### src/rtl/uart_tx_fifo_drain.sv
// UART 8N1/8N2 transmitter that drains a byte FIFO. It pops one byte per frame
// and sends it LSB first, with txd driven straight from a flop.
module uart_tx_fifo_drain #(
  parameter int unsigned CLK_PER_BIT = 868,
  parameter int unsigned STOP_BITS   = 1
) (
  input  logic       clk,
  input  logic       reset_n,
  input  logic       i_fifo_read_ready,
  input  logic [7:0] i_fifo_read_data,
  output logic       o_fifo_read_enable,
  output logic       o_txd,
  output logic       o_busy
);

  localparam int unsigned     CNT_W     = (CLK_PER_BIT > 1) ? $clog2(CLK_PER_BIT) : 1;
  localparam logic [CNT_W-1:0] BAUD_LAST = CNT_W'(CLK_PER_BIT - 1);
  // The bit index is reused to count stop bits once the data bits are done.
  localparam logic [2:0]      STOP_LAST = (STOP_BITS == 2) ? 3'd1 : 3'd0;

  typedef enum logic [2:0] {
    S_IDLE  = 3'd0,
    S_FETCH = 3'd1,
    S_START = 3'd2,
    S_DATA  = 3'd3,
    S_STOP  = 3'd4
  } state_t;

  state_t           r_state;
  state_t           w_state_next;
  logic [CNT_W-1:0] r_baud;
  logic [CNT_W-1:0] w_baud_next;
  logic [2:0]       r_bit_idx;
  logic [2:0]       w_bit_idx_next;
  logic [7:0]       r_shift;
  logic [7:0]       w_shift_next;
  logic             r_txd;
  logic             w_txd_next;
  logic             w_bit_end;

  assign w_bit_end = (r_baud == BAUD_LAST);

  // Next-state, baud counter, bit index and shift register.
  always_comb begin
    w_state_next   = r_state;
    w_baud_next    = {CNT_W{1'b0}};
    w_bit_idx_next = r_bit_idx;
    w_shift_next   = r_shift;
    case (r_state)
      S_IDLE: begin
        w_bit_idx_next = 3'd0;
        if (i_fifo_read_ready) begin
          w_state_next = S_FETCH;
        end else begin
          w_state_next = S_IDLE;
        end
      end
      S_FETCH: begin
        w_shift_next = i_fifo_read_data;
        w_state_next = S_START;
      end
      S_START: begin
        if (w_bit_end) begin
          w_state_next = S_DATA;
        end else begin
          w_baud_next = r_baud + CNT_W'(1);
        end
      end
      S_DATA: begin
        if (w_bit_end) begin
          w_shift_next = {1'b0, r_shift[7:1]};
          if (r_bit_idx == 3'd7) begin
            w_bit_idx_next = 3'd0;
            w_state_next   = S_STOP;
          end else begin
            w_bit_idx_next = r_bit_idx + 3'd1;
          end
        end else begin
          w_baud_next = r_baud + CNT_W'(1);
        end
      end
      S_STOP: begin
        if (w_bit_end) begin
          if (r_bit_idx == STOP_LAST) begin
            w_bit_idx_next = 3'd0;
            if (i_fifo_read_ready) begin
              w_state_next = S_FETCH;
            end else begin
              w_state_next = S_IDLE;
            end
          end else begin
            w_bit_idx_next = r_bit_idx + 3'd1;
          end
        end else begin
          w_baud_next = r_baud + CNT_W'(1);
        end
      end
      default: begin
        w_state_next   = S_IDLE;
        w_bit_idx_next = 3'd0;
      end
    endcase
  end

  // txd is precomputed from the next state so the pin flop lines up with the state.
  always_comb begin
    w_txd_next = 1'b1;
    case (w_state_next)
      S_START: w_txd_next = 1'b0;
      S_DATA:  w_txd_next = w_shift_next[0];
      default: w_txd_next = 1'b1;
    endcase
  end

  // State and datapath registers.
  always_ff @(posedge clk) begin
    if (!reset_n) begin
      r_state   <= S_IDLE;
      r_baud    <= {CNT_W{1'b0}};
      r_bit_idx <= 3'd0;
      r_shift   <= 8'h00;
      r_txd     <= 1'b1;
    end else begin
      r_state   <= w_state_next;
      r_baud    <= w_baud_next;
      r_bit_idx <= w_bit_idx_next;
      r_shift   <= w_shift_next;
      r_txd     <= w_txd_next;
    end
  end

  assign o_txd              = r_txd;
  assign o_fifo_read_enable = (r_state == S_FETCH);
  assign o_busy             = (r_state != S_IDLE);

endmodule

### config.mk
export PLATFORM = sky130hd
export DESIGN_NAME = uart_tx_fifo_drain
export DESIGN_NICKNAME = d
export VERILOG_FILES = /design/src/rtl/uart_tx_fifo_drain.sv
export SDC_FILE = /design/constraint.sdc
export NUM_CORES = 1
export LEC_CHECK = 0
export ABC_CLOCK_PERIOD_IN_PS = 1850
export CAP_MARGIN = 25
export CORE_AREA = 2 2 60 45
export CTS_BUF_LIST = sky130_fd_sc_hd__clkbuf_4
export DETAILED_ROUTE_END_ITERATION = 8
export DIE_AREA = 0 0 62 47
export PLACE_DENSITY = 0.79
export SLEW_MARGIN = 20
export SYNTH_ARGS = -nofsm -noshare
export SYNTH_HDL_FRONTEND = slang
export SYNTH_SLANG_ARGS = --single-unit
### constraint.sdc
create_clock -name clk -period 1.85 [get_ports clk]
set_input_delay 0.185 -clock clk [delete_from_list [all_inputs] [get_ports clk]]
set_output_delay 0.185 -clock clk [all_outputs]
set_load 0.05 [all_outputs]
==> results of run 1 <==
==> logic make-up after synthesis <==
logic type                 Yosys count
AOI/OAI and AO/OA                   32
xor gates and xnor gates             8
adders and majority gates            4
buffers and inverters               11
DFF                                 25
muxes                                2
and+or+nand+nor                     61
==> state kept, by name, indices dropped and copies added (netlist names) <==
signal     flops
r_baud        10
r_shift        8
r_bit_idx      3
r_state        3
o_txd          1
==> path summary, 6_finish.rpt <==
path	from	to	slack [ns]
setup / recovery	r_baud[0]	r_shift[2]	0.14
hold / removal	r_baud[0]	r_baud[0]	0.48
setup reg to reg	r_baud[0]	r_shift[2]	0.14
hold reg to reg	r_baud[0]	r_baud[0]	0.48
==> layout make-up <==
| type | count | area, sq um |
|---|---|---|
| Multi-Input combinational cell | 107 | 738 |
| Sequential cell | 25 | 500 |
| Timing Repair Buffer | 20 | 203 |
| Inverter | 4 | 15.0 |
| Tap cell | 34 | 42.5 |
| Clock buffer | 4 | 30.0 |
| Fill cell | 189 | 817 |
==> synth_stat cells, drive strengths merged, types with 2 or more instances <==
master	count
dfxtp	25
o21ai	7
a31oi	5
nor3b	2
xor2	4
nor2b	10
nand3	6
and2	6
a21boi	2
clkbuf	2
nor3	3
nand3b	2
o2bb2ai	5
nand2b	3
a21oi	5
mux2i	2
nor2	14
xnor2	4
and3	6
inv	4
ha	4
buf	5
nand2	5
==> per-stage QoR <==
stage	hold WS (ns)	instance area, sq um	worst slack (ns)
final	0.484	1530	0.140
after global routing	0.515	1530	0.0258
after CTS	0.492	1520	0.0679
after detailed placement	0.461	1490	0.102
after global placement	0.452	1490	0.209
after floorplan	0.313	1290	0.0291
==> power by group through the flow <==
stage	clock (W)	sequential, W	combinational, W
finish	0.000260	0.000575	0.000210
global route	0.000290	0.000578	0.000228
CTS	0.000262	0.000575	0.000207
detailed placement	0	0.000586	0.000206
global placement	0	0.000585	0.000202
floorplan	0	0.000587	0.000123
==> worst max-delay path, delay by kind of cell (launching register included) <==
| kind | cells | cell delay (ns) |
|---|---|---|
| AND/OR/NAND/NOR | 3 | 0.55 |
| flip-flops | 1 | 0.36 |
| AO/OA/AOI/OAI | 2 | 0.28 |
| adder cells (fa/ha/maj) | 1 | 0.25 |
| buffers and inverters | 1 | 0.17 |
==> per-layer routing <==
metal	share of wire, %	vias up	GRT usage (%)
li1	-	540	-
met1	49	487	31.1
met5	0	-	0
met4	0.44	0	3.83
met2	43	33	31.7
met3	7.5	2	4.96
==> flow_metrics.env, run 1 <==
export IMPL_p_switching_w=0.000288
export IMPL_synth_top_cell_by_area="dfxtp_1"
export IMPL_antenna_found_initial=0
export IMPL_cts_buffers=3
export IMPL_layout_cells_most_common="dfxtp_1"
export IMPL_cap_violations=0
export IMPL_clock_fmax_ghz=0.585
export IMPL_layout_common_cells="dfxtp_1 (25), nor2_1 (13), clkdlybuf4s50_1 (11)"
export IMPL_crit_top_cell="and2_1"
export IMPL_htree_levels=1
export IMPL_synth_area_leaders="dfxtp_1 (39%), nor2b_1 (4.9%), nor2_1 (4.1%)"
export IMPL_worstHoldPathCells=1
export IMPL_hpwl_mm=2.11
export IMPL_synth_ff_latch_count=25
export IMPL_combPwrFrac_pct=20.0
export IMPL_synthCells=143
export IMPL_clockBufferDepth=2
export IMPL_worstSetupEndpointType="flop"
export IMPL_die_h_microns=47
export IMPL_synth_async_reset_ratio_pct=0
export IMPL_synth_edff_count=0
export IMPL_synth_top_family_by_area="simple AND/OR/NAND/NOR gates"
export IMPL_netlist_area_sq_um=1280
export IMPL_overflow=0
export IMPL_synth_warnings=0
export IMPL_synth_simple_area_share_pct=27.8
export IMPL_drc=0
export IMPL_finClkSkew_ns=0.00336
export IMPL_period_needed_ns=1.71
export IMPL_synth_flop_cell="dfxtp_1"
export IMPL_grt_max_degree=23
export IMPL_finalSetupViolations=0
export IMPL_setup_tns_ns=0
export IMPL_drtIter0Drc=95
export IMPL_io_buffers=13
export IMPL_vdd_drop_max_mv=0.447
export IMPL_core_region_area_sq_um=2350
export IMPL_slew_viol_final=0
export IMPL_synth_compound_area_share_pct=17.6
export IMPL_fp_row_count=15
export IMPL_io_pins=14
export IMPL_tritoncts="yes"
export IMPL_rsz0062_at_grt="no"
export IMPL_wl_per_cell_microns=14.1
export IMPL_power_frac_seq_pct=55.0
export IMPL_ant_nets=0
export IMPL_relSlewSlack_pct=67.5
export IMPL_cp_max_fo=7
export IMPL_synth_fa_ha_area_share_pct=3.89
export IMPL_hold_viol=0
export IMPL_clk_pin_slew_ns=0.13
export IMPL_synth_seq_area_share_pct=38.9
export IMPL_final_util_pct=65.2
export IMPL_clkPwrFrac_pct=24.9
export IMPL_dp_cells=190
export IMPL_cts_root_buf="clkbuf_4"
export IMPL_r2r_cells=7
export IMPL_grt_pass1_wl_mm=4.35
export IMPL_grt_usage_pct=21.1
export IMPL_drt_wl_total_mm=2.74
export IMPL_syn_nets=158
export IMPL_viasPerCell=5.47
export IMPL_synth_xor_area_share_pct=5.45
export IMPL_worst_path_largest_cell_delay_ns=0.36
export IMPL_cp_start_kind="flop"
export IMPL_crit_required_ns=2.07
export IMPL_synthDominantCellAreaShare_pct=38.9
export IMPL_first_pass_iters=5
export IMPL_clk_latency_ns=0.32
export IMPL_grt_pass1_vias=939
export IMPL_sw_frac_of_total_pct=27.6
export IMPL_cp_cell_sequence="ha_1, and2_1, and3_1, buf_4, a31oi_1, o2bb2ai_1, and2_1"
export IMPL_fin_crit_sh_pct=92.4
export IMPL_avgSynthCellArea_sq_um=8.99
export IMPL_layout_cells_non_filler=194
export IMPL_die_x_microns=62
export IMPL_numClockSinks=25
export IMPL_initial_utilization_pct=54.8
export IMPL_yosysUniqueCellTypes=40
export IMPL_worst_slew_pin_slew_ns=0.486
export IMPL_drive_gt1_share_pct=13.1
export IMPL_syn_to_final_growth_pct=19.0
export IMPL_arrival_ns=1.93
export IMPL_postCtsHoldBufs=0
export IMPL_vias=1062
export IMPL_gp_congestion=0.898
export IMPL_diodes=0
export IMPL_critPathKind="flop to flop"
export IMPL_cts_resized=0
export IMPL_dieArea_sq_um=2910
export IMPL_p_int_w=0.000757
export IMPL_outcome="complete, no violations"
export IMPL_total_power_w=0.00105
export IMPL_cts_setup_buffers=0
export IMPL_cellPowerDensity_nw_per_um2=684
export IMPL_leakage_nw=0.577
export IMPL_synthMuxAreaShare_pct=1.56
export IMPL_nets=176
export IMPL_crit_slowest_cell="dfxtp_1"
export IMPL_hold_path_class="flop to flop"
No activity file was read; power rests on OpenSTA's default activity.
==> run 2: changes to the inputs <==
--- a/config.mk
+++ b/config.mk
@@ -6,12 +6,13 @@
 export NUM_CORES = 1
 export LEC_CHECK = 0
 export ABC_CLOCK_PERIOD_IN_PS = 1850
-export CAP_MARGIN = 25
+export CAP_MARGIN = 15
 export CORE_AREA = 2 2 60 45
 export CTS_BUF_LIST = sky130_fd_sc_hd__clkbuf_4
 export DETAILED_ROUTE_END_ITERATION = 8
 export DIE_AREA = 0 0 62 47
 export PLACE_DENSITY = 0.79
+export REMOVE_ABC_BUFFERS = 1
 export SLEW_MARGIN = 20
 export SYNTH_ARGS = -nofsm -noshare
 export SYNTH_HDL_FRONTEND = slang
==> flow_metrics.env, run 2 (synthesis gave the netlist of run 1 again) <==
export IMPL_outcome="complete, no violations"
export IMPL_tritoncts="yes"
export IMPL_largest_register="r_baud"
export IMPL_worstHoldPathCells=3
export IMPL_syn_to_final_growth_pct=18.9
export IMPL_power_frac_seq_pct=55.5
export IMPL_finClkSkew_ns=0.00270
export IMPL_critPathKind="flop to flop"
export IMPL_sw_frac_of_total_pct=28.8
export IMPL_worst_path_largest_cell_delay_ns=0.42
export IMPL_cts_root_buf="clkbuf_4"
export IMPL_cellPowerDensity_nw_per_um2=680
export IMPL_fin_crit_sh_pct=93.7
export IMPL_r2r_cells=6
export IMPL_arrival_ns=1.96
export IMPL_drtIter0Drc=35
export IMPL_cp_max_fo=7
export IMPL_num_fill_cells=196
export IMPL_ff2ff_setup_slack_ns=0.12
export IMPL_worst_slew_pin_slew_ns=0.489
export IMPL_p_switching_w=0.000299
export IMPL_drive_gt1_share_pct=13.8
export IMPL_io_pins=14
export IMPL_cts_buffers=3
export IMPL_gp_congestion=0.871
export IMPL_final_area_sq_um=1530
export IMPL_p_int_w=0.000740
export IMPL_wl_per_cell_microns=14.2
export IMPL_core_region_area_sq_um=2350
export IMPL_vdd_drop_max_mv=0.463
export IMPL_viasPerCell=5.42
export IMPL_clk_pin_slew_ns=0.14
export IMPL_htree_levels=1
export IMPL_overflow=0
export IMPL_dp_cells=190
export IMPL_drt_wl_total_mm=2.76
export IMPL_numClockSinks=25
export IMPL_nets=176
export IMPL_antenna_found_initial=0
export IMPL_rsz0062_at_grt="no"
export IMPL_leakage_nw=0.570
export IMPL_grt_pass1_vias=997
export IMPL_min_from="i_fifo_read_data[6]"
export IMPL_clockBufferDepth=2
export IMPL_crit_slowest_cell="dfxtp_1"
export IMPL_clk_latency_ns=0.32
export IMPL_reg_top3="r_baud: 10 flops, r_shift: 8 flops"
export IMPL_cap_violations=0
export IMPL_min_to="r_shift[6]"
export IMPL_finalSetupViolations=0
export IMPL_io_buffers=13
export IMPL_crit_required_ns=2.07
export IMPL_cp_start_kind="flop"
export IMPL_fp_row_count=15
export IMPL_final_util_pct=65.1
export IMPL_layout_cells_non_filler=194
export IMPL_clkPwrFrac_pct=24.5
export IMPL_layout_common_cells="dfxtp_1 (25), nor2_1 (14), clkdlybuf4s50_1 (11)"
export IMPL_hold_viol=0
export IMPL_seqCellArea_sq_um=500
export IMPL_initial_utilization_pct=54.8
export IMPL_grt_usage_pct=21.8
export IMPL_grt_max_degree=20
export IMPL_worstSetupEndpointType="flop"
export IMPL_diodes=0
export IMPL_combPwrFrac_pct=20.1
export IMPL_hpwl_mm=2.11
export IMPL_ant_nets=0
export IMPL_clock_fmax_ghz=0.577
export IMPL_layout_cells_most_common="dfxtp_1"
export IMPL_cts_setup_buffers=0
export IMPL_first_pass_iters=4
export IMPL_cp_cell_sequence="ha_2, and2_1, nand3_2, a21o_2, a21oi_1, o21ai_0"
export IMPL_multiInputGateArea_sq_um=737
export IMPL_dieArea_sq_um=2910
export IMPL_period_needed_ns=1.73
export IMPL_placed_area_sq_um=1480
export IMPL_die_x_microns=62
export IMPL_r2r_end="o_txd"
export IMPL_slew_viol_final=0
export IMPL_relSlewSlack_pct=67.3
export IMPL_hold_path_class="primary input to flop"
export IMPL_die_h_microns=47
export IMPL_vias=1052
export IMPL_r2r_start="r_baud[0]"
export IMPL_drc=0
export IMPL_grt_pass1_wl_mm=4.55
export IMPL_largest_register_ffs=10
## run 2: changes by cell type in the layout (fill, tap and decap cells not counted), sizes merged
| cell | before | now |
|---|---|---|
| clkinvlp | 0 | 1 |
| clkbuf | 4 | 3 |
## run 2: what timing repair did
action | in CTS | in global routing
endpoints found under the setup margin | 0 | 7
resized for setup | 0 | 4
hold buffers | 0 | 0
## run 2: power by group through the flow
stage	clock [W]	combinational, W	sequential, W
final	0.000254	0.000209	0.000577
after global routing	0.000286	0.000225	0.000579
after CTS	0.000264	0.000206	0.000576
after detailed placement	0	0.000205	0.000588
after global placement	0	0.000199	0.000586
after floorplan	0	0.0000999	0.000598
## run 2: cell type report
type / instances / area share (%)
multi-input cells: 107 / 48.2
well taps: 34 / 2.78
repair buffers: 20 / 13.3
inverters: 4 / 0.983
flip-flops and latches: 25 / 32.8
clock buffers: 3 / 1.47
clock inverters: 1 / 0.491
## run 2: worst max path at each step
stage	startpoint	endpoint	slack [ns]	cells past startpoint
after floorplan	r_state[2]	r_bit_idx[0]	-0.22	5
after global placement	r_baud[0]	r_shift[1]	0.20	6
after detailed placement	r_baud[0]	o_txd	0.06	6
after CTS	r_baud[0]	o_txd	0.02	6
after global routing	r_baud[0]	o_txd	0.04	6
final	r_baud[0]	o_txd	0.12	6
## run 2: critical path: cells and delay by family, from the launching register on
family	cells	cell delay (ns)
compound gates	3	0.64
flops	1	0.42
simple gates	2	0.33
fa+ha+maj	1	0.24
## run 2: through the flow
| step | setup slack (ns) | setup TNS [ns] | total power, W | hold WS, ns |
|---|---|---|---|---|
| 2_1_floorplan | -0.220 | -0.431 | 0.000698 | 0.302 |
| 3_3_place_gp | 0.199 | 0 | 0.000785 | 0.452 |
| 3_5_place_dp | 0.0579 | 0 | 0.000793 | 0.469 |
| 4_1_cts | 0.0212 | 0 | 0.00105 | 0.469 |
| 5_1_grt | 0.0351 | 0 | 0.00109 | 0.507 |
| 6_report | 0.116 | 0 | 0.00104 | 0.481 |
## run 2: routing by layer
layer	share of wire, %	wire [microns]	global-route usage (%)
met5	0	0	0
met3	3.8	104	5.51
met4	0.51	14	3.83
met2	46	1260	35.0
met1	50	1380	30.2
